===== src/rtl/serdes_lane_reset_seq.sv =====
// rtl/serdes_lane_reset_seq.sv - per-lane GTY TX/RX reset sequencer; retry/lock-loss stats built only with SERDES_RESET_STATS_EN
module serdes_lane_reset_seq #(
    parameter int LOCK_STABLE   = 1024,
    parameter int TX_SETTLE     = 256,
    parameter int RX_HOLD       = 64,
    parameter int ALIGN_TIMEOUT = 16384
) (
    input  logic       clk_156m25,
    input  logic       rst_n,
    input  logic       qpll_lock,
    input  logic       rx_comma_is_aligned,
    input  logic       force_reset,
    output logic       tx_reset,
    output logic       rx_reset,
    output logic       link_ready,
    output logic [7:0] retry_count,
    output logic [7:0] lock_loss_count,
    output logic [2:0] state
);
    localparam int MAX_A   = (LOCK_STABLE > TX_SETTLE) ? LOCK_STABLE : TX_SETTLE;
    localparam int MAX_B   = (RX_HOLD > ALIGN_TIMEOUT) ? RX_HOLD : ALIGN_TIMEOUT;
    localparam int MAX_ALL = (MAX_A > MAX_B) ? MAX_A : MAX_B;
    localparam int CW      = $clog2(MAX_ALL + 1);

    localparam logic [CW-1:0] LD_LOCK  = CW'(LOCK_STABLE - 1);
    localparam logic [CW-1:0] LD_TX    = CW'(TX_SETTLE - 1);
    localparam logic [CW-1:0] LD_ALIGN = CW'(ALIGN_TIMEOUT - 1);
    localparam logic [CW-1:0] LD_HOLD  = CW'(RX_HOLD - 1);

    typedef enum logic [2:0] {
        WAIT_LOCK = 3'd0,
        TX_SETTLE_ST = 3'd1,
        RX_ALIGN  = 3'd2,
        RX_RETRY  = 3'd3,
        UP        = 3'd4
    } state_t;

    state_t        st_q, st_d;
    logic [CW-1:0] cnt_q, cnt_d;
    logic          lock_m, lock_s, aligned_m, aligned_s;
    logic          busy;

    always_ff @(posedge clk_156m25 or negedge rst_n) begin
        if (!rst_n) begin
            lock_m    <= 1'b0;
            lock_s    <= 1'b0;
            aligned_m <= 1'b0;
            aligned_s <= 1'b0;
        end else begin
            lock_m    <= qpll_lock;
            lock_s    <= lock_m;
            aligned_m <= rx_comma_is_aligned;
            aligned_s <= aligned_m;
        end
    end

    // Lock loss and force_reset only apply once the lane has left WAIT_LOCK.
    assign busy = (st_q == TX_SETTLE_ST) || (st_q == RX_ALIGN) ||
                  (st_q == RX_RETRY) || (st_q == UP);

    always_comb begin
        st_d  = st_q;
        cnt_d = (cnt_q != '0) ? cnt_q - 1'b1 : cnt_q;
        if (busy && !lock_s) begin
            st_d = WAIT_LOCK;
        end else if (busy && force_reset) begin
            st_d = WAIT_LOCK;
        end else begin
            case (st_q)
                WAIT_LOCK: begin
                    if (!lock_s || force_reset) cnt_d = LD_LOCK;
                    else if (cnt_q == '0)       st_d  = TX_SETTLE_ST;
                end
                TX_SETTLE_ST: if (cnt_q == '0) st_d = RX_ALIGN;
                RX_ALIGN: begin
                    if (aligned_s)          st_d = UP;
                    else if (cnt_q == '0)   st_d = RX_RETRY;
                end
                RX_RETRY: if (cnt_q == '0) st_d = RX_ALIGN;
                UP:       if (!aligned_s)  st_d = RX_RETRY;
                default:  st_d = WAIT_LOCK;
            endcase
        end
        if (st_d != st_q) begin
            case (st_d)
                WAIT_LOCK:    cnt_d = LD_LOCK;
                TX_SETTLE_ST: cnt_d = LD_TX;
                RX_ALIGN:     cnt_d = LD_ALIGN;
                RX_RETRY:     cnt_d = LD_HOLD;
                default:      cnt_d = '0;
            endcase
        end
    end

    always_ff @(posedge clk_156m25 or negedge rst_n) begin
        if (!rst_n) begin
            st_q  <= WAIT_LOCK;
            cnt_q <= LD_LOCK;
        end else begin
            st_q  <= st_d;
            cnt_q <= cnt_d;
        end
    end

    always_ff @(posedge clk_156m25 or negedge rst_n) begin
        if (!rst_n) begin
            tx_reset   <= 1'b1;
            rx_reset   <= 1'b1;
            link_ready <= 1'b0;
            state      <= 3'd0;
        end else begin
            tx_reset   <= !busy;
            rx_reset   <= !((st_q == RX_ALIGN) || (st_q == UP));
            link_ready <= (st_q == UP);
            state      <= st_q;
        end
    end

`ifdef SERDES_RESET_STATS_EN
    logic       loss_evt;
    logic [7:0] retry_q, loss_q;

    // Counts are delayed one edge so they move together with the registered state.
    always_ff @(posedge clk_156m25 or negedge rst_n) begin
        if (!rst_n) begin
            loss_evt <= 1'b0;
            retry_q  <= 8'h00;
            loss_q   <= 8'h00;
        end else begin
            loss_evt <= busy && !lock_s;
            if ((st_q == RX_RETRY) && (state != RX_RETRY) && (retry_q != 8'hff))
                retry_q <= retry_q + 8'd1;
            if (loss_evt && (loss_q != 8'hff))
                loss_q <= loss_q + 8'd1;
        end
    end

    assign retry_count     = retry_q;
    assign lock_loss_count = loss_q;
`else
    assign retry_count     = 8'h00;
    assign lock_loss_count = 8'h00;
`endif
endmodule


===== config.mk =====
export PLATFORM = sky130hd
export DESIGN_NAME = serdes_lane_reset_seq
export DESIGN_NICKNAME = d
export VERILOG_FILES = /design/src/rtl/serdes_lane_reset_seq.sv
export SDC_FILE = /design/constraint.sdc
export NUM_CORES = 1
export LEC_CHECK = 0
export ABC_AREA = 1
export CORE_MARGIN = 1.5
export CORE_UTILIZATION = 40
export DETAILED_ROUTE_END_ITERATION = 8
export DONT_BUFFER_PORTS = 1
export SYNTH_ARGS = -nofsm -noshare
export SYNTH_HDL_FRONTEND = slang
export SYNTH_SLANG_ARGS = --single-unit

===== constraint.sdc =====
create_clock -name clk_156m25 -period 2.3 [get_ports clk_156m25]
set_clock_uncertainty 0.05 [all_clocks]
set_input_delay 0.23 -clock clk_156m25 [delete_from_list [all_inputs] [get_ports clk_156m25]]
set_output_delay 0.23 -clock clk_156m25 [all_outputs]
set_load 0.01 [all_outputs]

== Yosys cells after proc, flatten, opt, wreduce, memory -nomap -nowiden ==
Cells that the tools add are included.

* Bits in registers: 28
* Output and inout port bits: 22
* Logic and storage cells: 50

* Add/sub/neg operators: 1
* Equal/unequal tests: 8
* Mux-type cells: 16
* Reductions and logical operators: 15

{| class="wikitable"
|+ Operators by type and width
! operator !! number
|-
| 15-bit two-way mux || 6
|-
| 14-bit one-hot mux with 4 select lines || 1
|-
| 3-bit two-way mux || 8
|-
| 15-bit zero test || 1
|-
| 15-bit nonzero test || 1
|-
| 15-bit by 1-bit subtractor with 15-bit output, second input constant || 1
|-
| 3-bit by 2-bit equality test with 1-bit output, second input constant || 4
|-
| 3-bit one-hot mux with 4 select lines || 1
|-
| 3-bit by 1-bit equality test with 1-bit output, second input constant || 2
|-
| 3-bit zero test || 2
|-
| 1-bit logical OR || 5
|-
| 3-bit equality test, second input constant || 1
|-
| 1-bit zero test || 3
|-
| 3-bit != test || 1
|-
| 1-bit logical AND || 2
|-
| 2-bit OR reduction || 1
|}

== Depth between registers and ports, before layout ==
Gate-level depths: netlist of the first run.

* Word-level depth: 10
* Gate-level depth with buffers: 15

== Worst setup path after synthesis of the first run ==
Ideal clock, no wire load.

* Path type: reg-to-reg
* Start: register cnt_q[0]
* End: register cnt_q[11]
* Arrival: 1876 ps
* Data required time: 2184 ps
* Slack: 308 ps
* Stages on the path, launching flop included: 15
* Buffers on the path: 1
* Clock period less this slack: 1992 ps
* Path through: dfstp_2 -> inv_1 -> ha_1 -> nand2_2 -> nor2_1 -> nand2_2 -> nand2_1 -> nand3_1 -> nand2_1 -> nand2_1 -> nand2_2 -> nor2_4 -> buf_8 -> nand3_2 -> nand2_1

* Cells in the longest elaborated chain, start to end: 9
* Elaborated cells between the ends (all ways): 23
* Classes of those cells: add/sub (1); eq/ne (4); mux (15); reduce/logical (3)

{| class="wikitable"
|+ RTL lines
! what !! line !! text
|-
| start, declared || 39 || <nowiki>logic [CW-1:0] cnt_q, cnt_d;</nowiki>
|-
| start signal, assigned || 101 || <nowiki>cnt_q <= cnt_d;</nowiki>
|-
| 15-bit zero test || n/a ||
|-
| 3-bit two-way mux, on equally long branches || 77, 72 ||
|-
| 3-bit two-way mux, on equally long branches || 76, 71 ||
|-
| 3-bit one-hot mux with 4 select lines || 69 || <nowiki>case (st_q)</nowiki>
|-
| 3-bit two-way mux || 66 || <nowiki>end else if (busy && force_reset) begin</nowiki>
|-
| 3-bit two-way mux || 64 || <nowiki>if (busy && !lock_s) begin</nowiki>
|-
| 3-bit by 2-bit equality test with 1-bit output (tied with other cells) || 85 || <nowiki>case (st_d)</nowiki>
|-
| 14-bit one-hot mux with 4 select lines || 85 ||
|-
| 15-bit two-way mux * || 84 || <nowiki>if (st_d != st_q) begin</nowiki>
|-
| via cnt_d[11] || 39 ||
|}

Mark *: on every way through the listed nets, which the timed path passes. The rest lies on a longest branch.

== Worst setup path after layout of the first run ==
* Start: register cnt_q[0]
* End: register cnt_q[7]

The elaborated chain is that of the path after synthesis.

==> out/metrics.yaml, run 1 <==
fin_util_pct: 45.6
worstPathRequired_ns: 2.47
fin_crit_sh_pct: 95.2
ir_drop_v: 0.000283
arrival_ns: 2.36
r2r-end: "cnt_q[7]"
cts.clk_slew.worst_paths_ns: 0.10
dr.max_layer_used: "met4"
avgSynthCellArea_sq_um: 8.01
wirelength_um: 3630
design.portCount: 27
ys_ff_latch: 28
wire_per_inst_um: 12.6
path_cells: "inv_1 -> ha_2 -> nand2_2 -> nor2_1 -> nand2_2 -> nand2_1 -> nand3_1 -> nand2_1 -> nand2_2 -> nand2_2 -> nor2_4 -> buf_12 -> nand3_2 -> nand2_1"
grt_first_pass_wirelength_um: 6440
start_util_pct: 41.8
whs_endpoint: "aligned_s"
coreArea_sq_mm: 0.00435
yosysWarnings: 0
finalSetupViolCount: 0
seq_area_frac_synth_pct: 39.3
gp_congestion: 0.898
ff2ff_path_depth: 14
yosysTopAreaCellShare_pct: 22.0
async_reset_ff_share_pct: 100
post_cts_buffers: 0
numCtsBuffers: 3
cts.path.max_buffers: 2
port_buffers: 0
slowest_stage: "dfstp_2"
path_class: "reg2reg"
fillers: 424
m1WireLength_um: 1700
register_area_sq_um: 716
worstHoldPathType: "reg2reg"
grt_usage_pct: 16.3
insertion_delay_ns: 0.27
multi_input_area_sq_um: 947
antenna_found_initial: 0
via_count: 1443
synth_edf_count: 0
hold_viol: 0
critPathMostFrequentCell: "nand2_2"
grt_max_degree: 29
drtAntennaViolNets: 0
drv_slew: 0
syn2layout_area_growth_pct: 9.15
syn_area_sq_mm: 0.00182
critPathMaxStageDelay_ns: 0.56
synth.area.top_cells: "dfrtp_1 (22%), dfstp_2 (17%), nand2_1 (11%)"
power_density_mw_per_mm2: 469
clock.fmax_mhz: 457
fin_nets: 243
cp_max_fo: 14
grt_pass1_vias: 1381
status: "finished, final reports clean"
endpoint_kind: "register"
yosysTopAreaCell: "dfrtp_1"
root_buffer: "clkbuf_8"
critPathLaunchType: "register"
die_y_um: 70.4
grt-ovfl-total: 0
hold_start: "aligned_m"
drt_drc_violations_left: 0
vias_per_cell: 5.01
period_needed_ns: 2.19
num_antenna_cells: 0
p_leak_nw: 0.981
drive_gt1_share_pct: 25.8
r2r_setup_slack_ns: 0.11
first_pass_iters: 4
dp_hpwl_um: 2740
syn_inst: 227
die-width_um: 70.4
wl_met2_um: 1770
dieArea_sq_mm: 0.00496
rows: 24
synthFlopType: "dfrtp_1"
finalPower_mw: 0.932
drt-initial-drc-count: 76
htreeDepth: 1
worstReg2RegStart: "cnt_q[0]"
tritoncts: "built"
wl_met3_um: 126
worstHoldPathCells: 0
maxCapViolCount: 0
clock-sinks: 28
synthDistinctLibCells: 32
[report_power, final]
group / internal, mW / switching, mW / leakage [nW]
registers: 0.499 / 0.00217 / 0.341
logic: 0.0123 / 0.0320 / 0.605
clock network: 0.233 / 0.153 / 0.0357
total: 0.745 / 0.187 / 0.981
[placed cells by master, fill, tap and decap left out, drive strengths merged]
master and instances:
dfrtp 16, a41oi 1, nand3 26, o21a 1
inv 24, clkinv 1, dfstp 12, a211o 1
dlygate4sd3 3, o21ai 4, ha 1, nand4 2
a21oi 12, nand2 64, conb 16, xor2 3
o221ai 2, clkbuf 3, o22ai 1, buf 5
xnor2 2, nand3b 2, o31ai 1, bufinv 1
nor2 31, a211oi 1
[flip-flops by register name, summed over array words and instances (netlist names)]
name,count
lock_m,1
link_ready,1
aligned_m,1
state,3
rx_reset,1
lock_s,1
st_q,3
tx_reset,1
aligned_s,1
cnt_q,15
[worst max-delay path: cells and delay by family (launching register included)]
kind	cells	cell delay (ns)
simple gates	11	1.09
flops	1	0.56
buf+inv	2	0.22
fa+ha+maj	1	0.22
[stage by stage]
| step | worst slack [ns] | setup TNS [ns] | hold WS, ns | instance area [sq um] | instances |
|---|---|---|---|---|---|
| CTS | 0.117 | 0 | 0.314 | 1960 | 288 |
| global placement | 0.198 | 0 | -0.115 | 1840 | 280 |
| floorplan | 0.308 | 0 | -0.116 | 1880 | 242 |
| global route | -0.0155 | -0.0395 | 0.327 | 1990 | 288 |
| detailed placement | 0.143 | 0 | -0.115 | 1840 | 280 |
| finish | 0.110 | 0 | 0.310 | 1990 | 288 |
[cells in the mapped netlist, types with 4 or more instances]
cell type / number
nor2_2: 6
a21oi_1: 12
o21ai_0: 4
dfstp_2: 12
nor2_4: 4
nand2_2: 10
nand2_1: 53
nand3_1: 16
inv_1: 22
buf_4: 17
dfrtp_1: 16
nand3_2: 10
nor2_1: 21
[cell type report]
| cell class | count | share of cell area, % |
|---|---|---|
| clock inverters | 1 | 1.51 |
| repair buffers | 8 | 4.66 |
| inverters | 25 | 4.73 |
| flip-flops and latches | 28 | 36.0 |
| clock buffers | 3 | 2.08 |
| multi-input cells | 171 | 47.7 |
| well taps | 52 | 3.28 |
[timing repair]
item / 4_1_cts / 5_1_grt
gates resized for setup: 0 / 6
setup endpoints to repair: 0 / 12
endpoints found under the hold margin: 30 / 0
hold buffers: 4 / 0
[logic make-up (layout without fill, tap and decap cells)]
| family | Yosys count | after routing | share of synthesized area, % |
|---|---|---|---|
| AND/OR/NAND/NOR | 125 | 125 | 35.6 |
| buffers and inverters | 43 | 37 | 13.0 |
| flip-flops | 28 | 28 | 39.3 |
| AO/OA/AOI/OAI | 24 | 24 | 8.32 |
| XOR/XNOR | 5 | 5 | 2.82 |
| adder cells (fa/ha/maj) | 1 | 1 | 0.688 |
| other | 1 | 16 | 0.206 |
[worst max path at each step]
stage                      endpoint  cells past startpoint  slack [ns]      from
after floorplan           cnt_q[11]                     14        0.31  cnt_q[0]
after global placement     cnt_q[3]                     14        0.20  cnt_q[0]
after detailed placement  cnt_q[12]                     12        0.14  cnt_q[0]
after CTS                  cnt_q[7]                     14        0.12  cnt_q[0]
after global routing       cnt_q[2]                     14       -0.02  cnt_q[0]
final                      cnt_q[7]                     14        0.11  cnt_q[0]
[per-layer routing]
metal | global-route usage (%) | vias up
met1 | 22.5 | 690
met5 | 0 | -
met4 | 5.13 | 0
met3 | 1.30 | 2
met2 | 27.0 | 37
li1 | - | 714
Power figures use the tool's default switching activity.
==> run 2, diff against run 1 <==
--- a/config.mk
+++ b/config.mk
@@ -6,10 +6,10 @@
 export NUM_CORES = 1
 export LEC_CHECK = 0
 export ABC_AREA = 1
+export BUFFER_PORTS_ARGS = -buffer_cell sky130_fd_sc_hd__buf_2
 export CORE_MARGIN = 1.5
 export CORE_UTILIZATION = 40
 export DETAILED_ROUTE_END_ITERATION = 8
-export DONT_BUFFER_PORTS = 1
 export SYNTH_ARGS = -nofsm -noshare
 export SYNTH_HDL_FRONTEND = slang
 export SYNTH_SLANG_ARGS = --single-unit
==> run 2 against run 1 <==
  * Sequential share of layout area rose by 0.51 points
  * Critical path depth did not move
  * Non-clock buffer count rose by 8
  * Power fell by 13%
  * First-iteration DRC count rose by 9.2%
  * Combinational power fell by 4%
  * Largest cell class unchanged
==> out/metrics.yaml, run 2 (same netlist as run 1, synthesis figures left out) <==
status: "finished, final reports clean"  # unchanged
grt_max_degree: 29  # unchanged
critPathMostFrequentCell: "nand2_1"  # was nand2_2
path_cells: "inv_1 -> ha_2 -> nand2_2 -> nor2_1 -> nand2_2 -> nand2_1 -> nand3_1 -> nand2_1 -> nand2_1 -> nand2_2 -> nor2_4 -> buf_12 -> nand3_1 -> nand2_1"  # was inv_1 -> ha_2 -> nand2_2 -> nor2_1 -> nand2_2 -> nand2_1 -> nand3_1 -> nand2_1 -> nand2_2 -> nand2_2 -> nor2_4 -> buf_12 -> nand3_2 -> nand2_1
hold_viol: 0  # unchanged
cp_max_fo: 14  # unchanged
mostFrequentLayoutCell: "nand2_1"  # unchanged
grt-ovfl-total: 0  # unchanged
pwr-share-clk_pct: 32.6  # was 41.4%
worstHoldPathType: "in2reg"  # was reg2reg
drt_drc_violations_left: 0  # unchanged
cts.clk_slew.worst_paths_ns: 0.09  # was 0.10 ns
r2r-end: "cnt_q[0]"  # was cnt_q[7]
vias_per_cell: 4.87  # was 5.01
dieArea_sq_mm: 0.00496  # unchanged
drive_gt1_share_pct: 27.0  # was 25.8%
largestRegisters: "cnt_q x15, st_q x3, state x3"  # unchanged
worstPathRequired_ns: 2.47  # about the same
largest-register: "cnt_q"  # unchanged
met2_usage_pct: 24.7  # was 27.0%
r2r_setup_slack_ns: 0.16  # was 0.11 ns
fin_nets: 251  # was 243
coreArea_sq_mm: 0.00435  # unchanged
switching_power_mw: 0.178  # was 0.187 mW
largest_reg_flops: 15  # unchanged
num_antenna_cells: 0  # unchanged
syn2layout_area_growth_pct: 7.63  # was 9.15%
wirelength_um: 3570  # was 3630 um
place_ws_ns: 0.130  # was 0.143 ns
p_seq_share_pct: 62.1  # was 53.8%
fin_crit_sh_pct: 93.2  # was 95.2%
worstReg2RegStart: "cnt_q[0]"  # unchanged
crit_start: "cnt_q[0]"  # unchanged
htreeDepth: 1  # unchanged
numCtsBuffers: 3  # unchanged
finalSetupViolCount: 0  # unchanged
endpoint_kind: "register"  # unchanged
rows: 24  # unchanged
p_comb_share_pct: 5.3  # was 4.8%
period_needed_ns: 2.14  # was 2.19 ns
arrival_ns: 2.31  # was 2.36 ns
layout_common_cells: "nand2_1 (53), inv_1 (22), nor2_1 (21)"  # was nand2_1 (50), inv_1 (22), nor2_1 (21)
clock-sinks: 28  # unchanged
wire_per_inst_um: 12.0  # was 12.6 um
grt_pass1_vias: 1297  # was 1381
grt.met3_usage_pct: 1.30  # unchanged
ir_drop_v: 0.000264  # was 0.000283 V
clock.fmax_mhz: 467  # was 457 MHz
finalInstanceArea_sq_mm: 0.00196  # was 0.00199 sq mm
tritoncts: "built"  # unchanged
maxCapViolCount: 0  # unchanged
max_slew_margin_pct: 59.8
critPathMaxStageDelay_ns: 0.55  # was 0.56 ns
setup_tns_ns: 0  # unchanged
fillers: 426  # was 424
port_buffers: 10  # was 0
via_count: 1441  # was 1443
gp_congestion: 0.917  # was 0.898
root_buffer: "clkbuf_8"  # unchanged
ff2ff_path_depth: 14  # unchanged
drv_slew: 0  # unchanged
power_density_mw_per_mm2: 412  # was 469 mW/mm^2
slowest_stage: "dfstp_2"  # unchanged
path_class: "reg2reg"  # unchanged
tightest_slew_ns: 0.602
p_sw_share_pct: 22.1  # was 20.1%
place_area_sq_mm: 0.00189  # was 0.00184 sq mm
rsz0062_at_grt: "no"
design.portCount: 27  # unchanged
cts.path.max_buffers: 2  # unchanged
drtAntennaViolNets: 0  # unchanged
dp_hpwl_um: 2780  # was 2740 um
die-width_um: 70.4  # unchanged
fin_ws_ns: 0.158  # was 0.110 ns
post_cts_buffers: 0  # unchanged
holdWs_ns: 0.0104  # was 0.310 ns
grt_use_met1_pct: 21.7  # was 22.5%
p_int_mw: 0.629  # was 0.745 mW
antenna_found_initial: 0  # unchanged
grt_usage_pct: 15.3  # was 16.3%
drt-initial-drc-count: 83  # was 76
first_pass_iters: 4  # unchanged
finalPower_mw: 0.807  # was 0.932 mW
critPathLaunchType: "register"  # unchanged
grt.busiest_layer: "met2"  # unchanged
start_util_pct: 41.8  # unchanged
p_leak_nw: 0.991  # was 0.981 nW
grt_first_pass_wirelength_um: 6080  # was 6440 um
cp-endpoint: "cnt_q[0]"  # was cnt_q[7]
die_y_um: 70.4  # unchanged
insertion_delay_ns: 0.27  # about the same
## run 2: cell types whose count changed in the layout (fill, tap and decap cells not counted)
cell           delta
nand2_2           -2
clkinv_1          +1
buf_2            +10
nand2_4           -1
nand4_4           -1
dlygate4sd3_1     -1
buf_12            -1
nand4_2           +1
bufinv_16         -1
nand2_1           +3
## run 2: worst min-delay path by stage
stage | endpoint | startpoint | depth (start not counted) | slack [ns]
2_1_floorplan | aligned_m | rst_n | 0 | -0.12
3_3_place_gp | aligned_s | rst_n | 1 | 0.22
3_5_place_dp | aligned_m | rst_n | 1 | 0.22
4_1_cts | lock_m | qpll_lock | 1 | 0.003
5_1_grt | lock_m | qpll_lock | 1 | 0.0005
6_report | lock_m | qpll_lock | 1 | 0.01
## run 2: layout make-up
cell class	count	area, sq um	share of cell area [%]
Clock inverter	1	3.75	0.192
Multi-Input combinational cell	171	926	47.3
Sequential cell	28	716	36.5
Inverter	25	93.8	4.79
Timing Repair Buffer	16	113	5.75
Clock buffer	3	41.3	2.11
Tap cell	52	65.1	3.32
## run 2: metal layers
| layer | vias to the layer above | wire length, um |
|---|---|---|
| met5 | - | 0 |
| met4 | 0 | 25 |
| met3 | 2 | 128 |
| met2 | 36 | 1690 |
| met1 | 676 | 1720 |
| li1 | 727 | - |
## run 2: critical path, delay by kind of cell (launching register included)
kind | cells | cell delay (ns)
AND/OR/NAND/NOR | 11 | 1.02
flip-flops | 1 | 0.55
buffers and inverters | 2 | 0.23
adder cells (fa/ha/maj) | 1 | 0.22
## run 2: timing repair
item,4_1_cts,5_1_grt
endpoints found under the setup margin,0,14
endpoints found under the hold margin,17,0
hold buffers,2,0
resized for setup,0,1
## run 2: through the flow
| step | std cells | util [%] |
|---|---|---|
| finish | 296 | 45.0 |
| global route | 296 | 45.0 |
| CTS | 296 | 44.9 |
| detailed placement | 290 | 43.4 |
| global placement | 290 | 43.4 |
| floorplan | 242 | - |
## run 2: power by group through the flow
| stage | clock network, mW | registers, mW | logic (mW) |
|---|---|---|---|
| floorplan | 0 | 0.510 | 0.0425 |
| global placement | 0 | 0.510 | 0.0397 |
| detailed placement | 0 | 0.510 | 0.0397 |
| CTS | 0.277 | 0.502 | 0.0423 |
| global route | 0.294 | 0.502 | 0.0484 |
| finish | 0.263 | 0.502 | 0.0425 |
==> run 3, diff against run 2 <==
--- a/config.mk
+++ b/config.mk
@@ -7,6 +7,7 @@
 export LEC_CHECK = 0
 export ABC_AREA = 1
 export BUFFER_PORTS_ARGS = -buffer_cell sky130_fd_sc_hd__buf_2
+export CORE_ASPECT_RATIO = 0.9
 export CORE_MARGIN = 1.5
 export CORE_UTILIZATION = 40
 export DETAILED_ROUTE_END_ITERATION = 8
==> run 3 against run 2 <==
  * Die area barely moved
  * Combinational power is 3% higher
  * Worst setup slack worse by 0.0066 ns
  * Non-clock buffer count unchanged
  * Critical path type unchanged
  * Largest power group unchanged
==> out/metrics.yaml, run 3 (same netlist as run 1, synthesis figures left out) <==
clock-sinks: 28  # unchanged
drtAntennaViolNets: 0  # unchanged
start_util_pct: 41.3  # was 41.8%
layout_common_cells: "nand2_1 (51), inv_1 (22), nor2_1 (21)"  # was nand2_1 (53), inv_1 (22), nor2_1 (21)
dieArea_sq_mm: 0.00496  # about the same
power_density_mw_per_mm2: 465  # was 412 mW/mm^2
gp_congestion: 0.866  # was 0.917
critPathTopFamily: "simple AND/OR/NAND/NOR gates"  # unchanged
first_pass_iters: 4  # unchanged
rsz0062_at_grt: "no"  # unchanged
die-width_um: 74.1  # was 70.4 um
post_cts_buffers: 0  # unchanged
largest-register: "cnt_q"  # unchanged
numCtsBuffers: 3  # unchanged
wire_per_inst_um: 12.0  # about the same
cts.path.max_buffers: 2  # unchanged
largest_reg_flops: 15  # unchanged
register_area_sq_um: 716  # unchanged
drv_slew: 0  # unchanged
insertion_delay_ns: 0.28  # was 0.27 ns
mostFrequentLayoutCell: "nand2_1"  # unchanged
rows: 23  # was 24
die_y_um: 67.0  # was 70.4 um
design.portCount: 27  # unchanged
critPathMostFrequentCell: "nand2_2"  # was nand2_1
antenna_found_initial: 0  # unchanged
p_leak_nw: 1.00  # was 0.991 nW
grt_usage_pct: 17.1  # was 15.3%
clock.fmax_mhz: 465  # was 467 MHz
fillers: 454  # was 426
slowest_stage: "dfstp_2"  # unchanged
worstHoldPathType: "reg2reg"  # was in2reg
path_class: "reg2reg"  # unchanged
syn2layout_area_growth_pct: 10.2  # was 7.63%
fin_nets: 251  # unchanged
hold_viol: 0  # unchanged
endpoint_kind: "register"  # unchanged
htreeDepth: 1  # unchanged
path_cells: "inv_1 -> ha_2 -> nand2_2 -> nor2_1 -> nand2_2 -> nand2_1 -> nand3_1 -> nand2_2 -> nand2_2 -> nand2_2 -> nor2_4 -> buf_12 -> nand3_1 -> nand2_1"  # was inv_1 -> ha_2 -> nand2_2 -> nor2_1 -> nand2_2 -> nand2_1 -> nand3_1 -> nand2_1 -> nand2_1 -> nand2_2 -> nor2_4 -> buf_12 -> nand3_1 -> nand2_1
coreArea_sq_mm: 0.00440  # was 0.00435 sq mm
max_slew_margin_pct: 58.8  # was 59.8%
grt_first_pass_wirelength_um: 6400  # was 6080 um
root_buffer: "clkbuf_8"  # unchanged
port_buffers: 10  # unchanged
critPathMaxStageDelay_ns: 0.56  # was 0.55 ns
vias_per_cell: 4.70  # was 4.87
worstPathRequired_ns: 2.47  # about the same
path_buf_inv: 2  # unchanged
cts.clk_slew.worst_paths_ns: 0.09  # about the same
grt-ovfl-total: 0  # unchanged
period_needed_ns: 2.15  # was 2.14 ns
tritoncts: "built"  # unchanged
tightest_slew_ns: 0.618  # was 0.602 ns
drive_gt1_share_pct: 27.9  # was 27.0%
via_count: 1439  # was 1441
largestRegisters: "cnt_q x15, st_q x3, state x3"  # unchanged
finalSetupViolCount: 0  # unchanged
finalPower_mw: 0.931  # was 0.807 mW
drt_drc_violations_left: 0  # unchanged
multi_input_area_sq_um: 931  # was 926 sq um
dp_hpwl_um: 2710  # was 2780 um
maxCapViolCount: 0  # unchanged
holdWs_ns: 0.307  # was 0.0104 ns
fin_cells: 306  # was 296
fin_crit_sh_pct: 93.4  # was 93.2%
grt_pass1_vias: 1335  # was 1297
placed_cells: 299  # was 290
drt-initial-drc-count: 68  # was 83
num_antenna_cells: 0  # unchanged
status: "finished, final reports clean"  # unchanged
grt_max_degree: 29  # unchanged
critPathLaunchType: "register"  # unchanged
cp_max_fo: 14  # unchanged
wirelength_um: 3690  # was 3570 um
arrival_ns: 2.32  # was 2.31 ns
ir_drop_v: 0.000242  # was 0.000264 V
setup_tns_ns: 0  # unchanged
[run 3: cell types whose count changed in the layout (fill, tap and decap cells not counted), sizes merged]
cell,previous run,this run
buf,14,13
bufinv,0,1
clkinv,2,1
dlygate4sd3,2,3
[run 3: path summary, 6_finish.rpt]
kind	start	to	slack (ns)	depth (start not counted)
setup reg to reg	cnt_q[0]	cnt_q[0]	0.15	14
hold / removal	lock_m	lock_s	0.31	0
min in group asynchronous	rst_n	st_q[0]	0.45	2
hold reg to reg	lock_m	lock_s	0.31	0
setup / recovery	cnt_q[0]	cnt_q[0]	0.15	14
max in group asynchronous	rst_n	lock_s	1.35	2
[run 3: per-layer routing]
metal | vias up | track usage, % | wire length [um]
met4 | 0 | 5.32 | 51
met2 | 34 | 26.2 | 1690
met3 | 6 | 1.97 | 114
met5 | - | 0 | 0
li1 | 733 | - | -
met1 | 666 | 24.8 | 1830
[run 3: final cells by class]
class | count | share of cell area, %
flip-flops and latches | 28 | 35.7
inverters | 25 | 4.68
clock buffers | 3 | 2.06
multi-input cells | 171 | 46.4
repair buffers | 16 | 5.74
well taps | 62 | 3.87
clock inverters | 1 | 1.50
[run 3: worst register-to-register path, stage by stage, from the launching register on]
cell and delay, ns:
dfstp_2 0.56, inv_1 0.08, ha_2 0.22, nand2_2 0.11
nor2_1 0.08, nand2_2 0.13, nand2_1 0.06, nand3_1 0.12
nand2_2 0.10, nand2_2 0.09, nand2_2 0.07, nor2_4 0.11
buf_12 0.16, nand3_1 0.08, nand2_1 0.07
[run 3: per-stage QoR]
step                      worst slack [ns]  area (sq um)  utilization, %
after global placement               0.215          1900            43.1
after global routing                0.0182          2000            45.5
after detailed placement             0.138          1900            43.1
final                                0.151          2000            45.5
after CTS                           0.0805          1990            45.1
after floorplan                      0.308          1880               -
[run 3: power breakdown]
| part | leakage, nW | internal (mW) | switching, mW |
|---|---|---|---|
| combinational | 0.628 | 0.0112 | 0.0326 |
| sequential | 0.341 | 0.499 | 0.00225 |
| clock | 0.0357 | 0.233 | 0.153 |
[run 3: timing repair]
action / CTS / global route
hold endpoints to repair: 17 / 1
resized for setup: 0 / 3
hold buffers: 2 / 1
endpoints found under the setup margin: 0 / 14
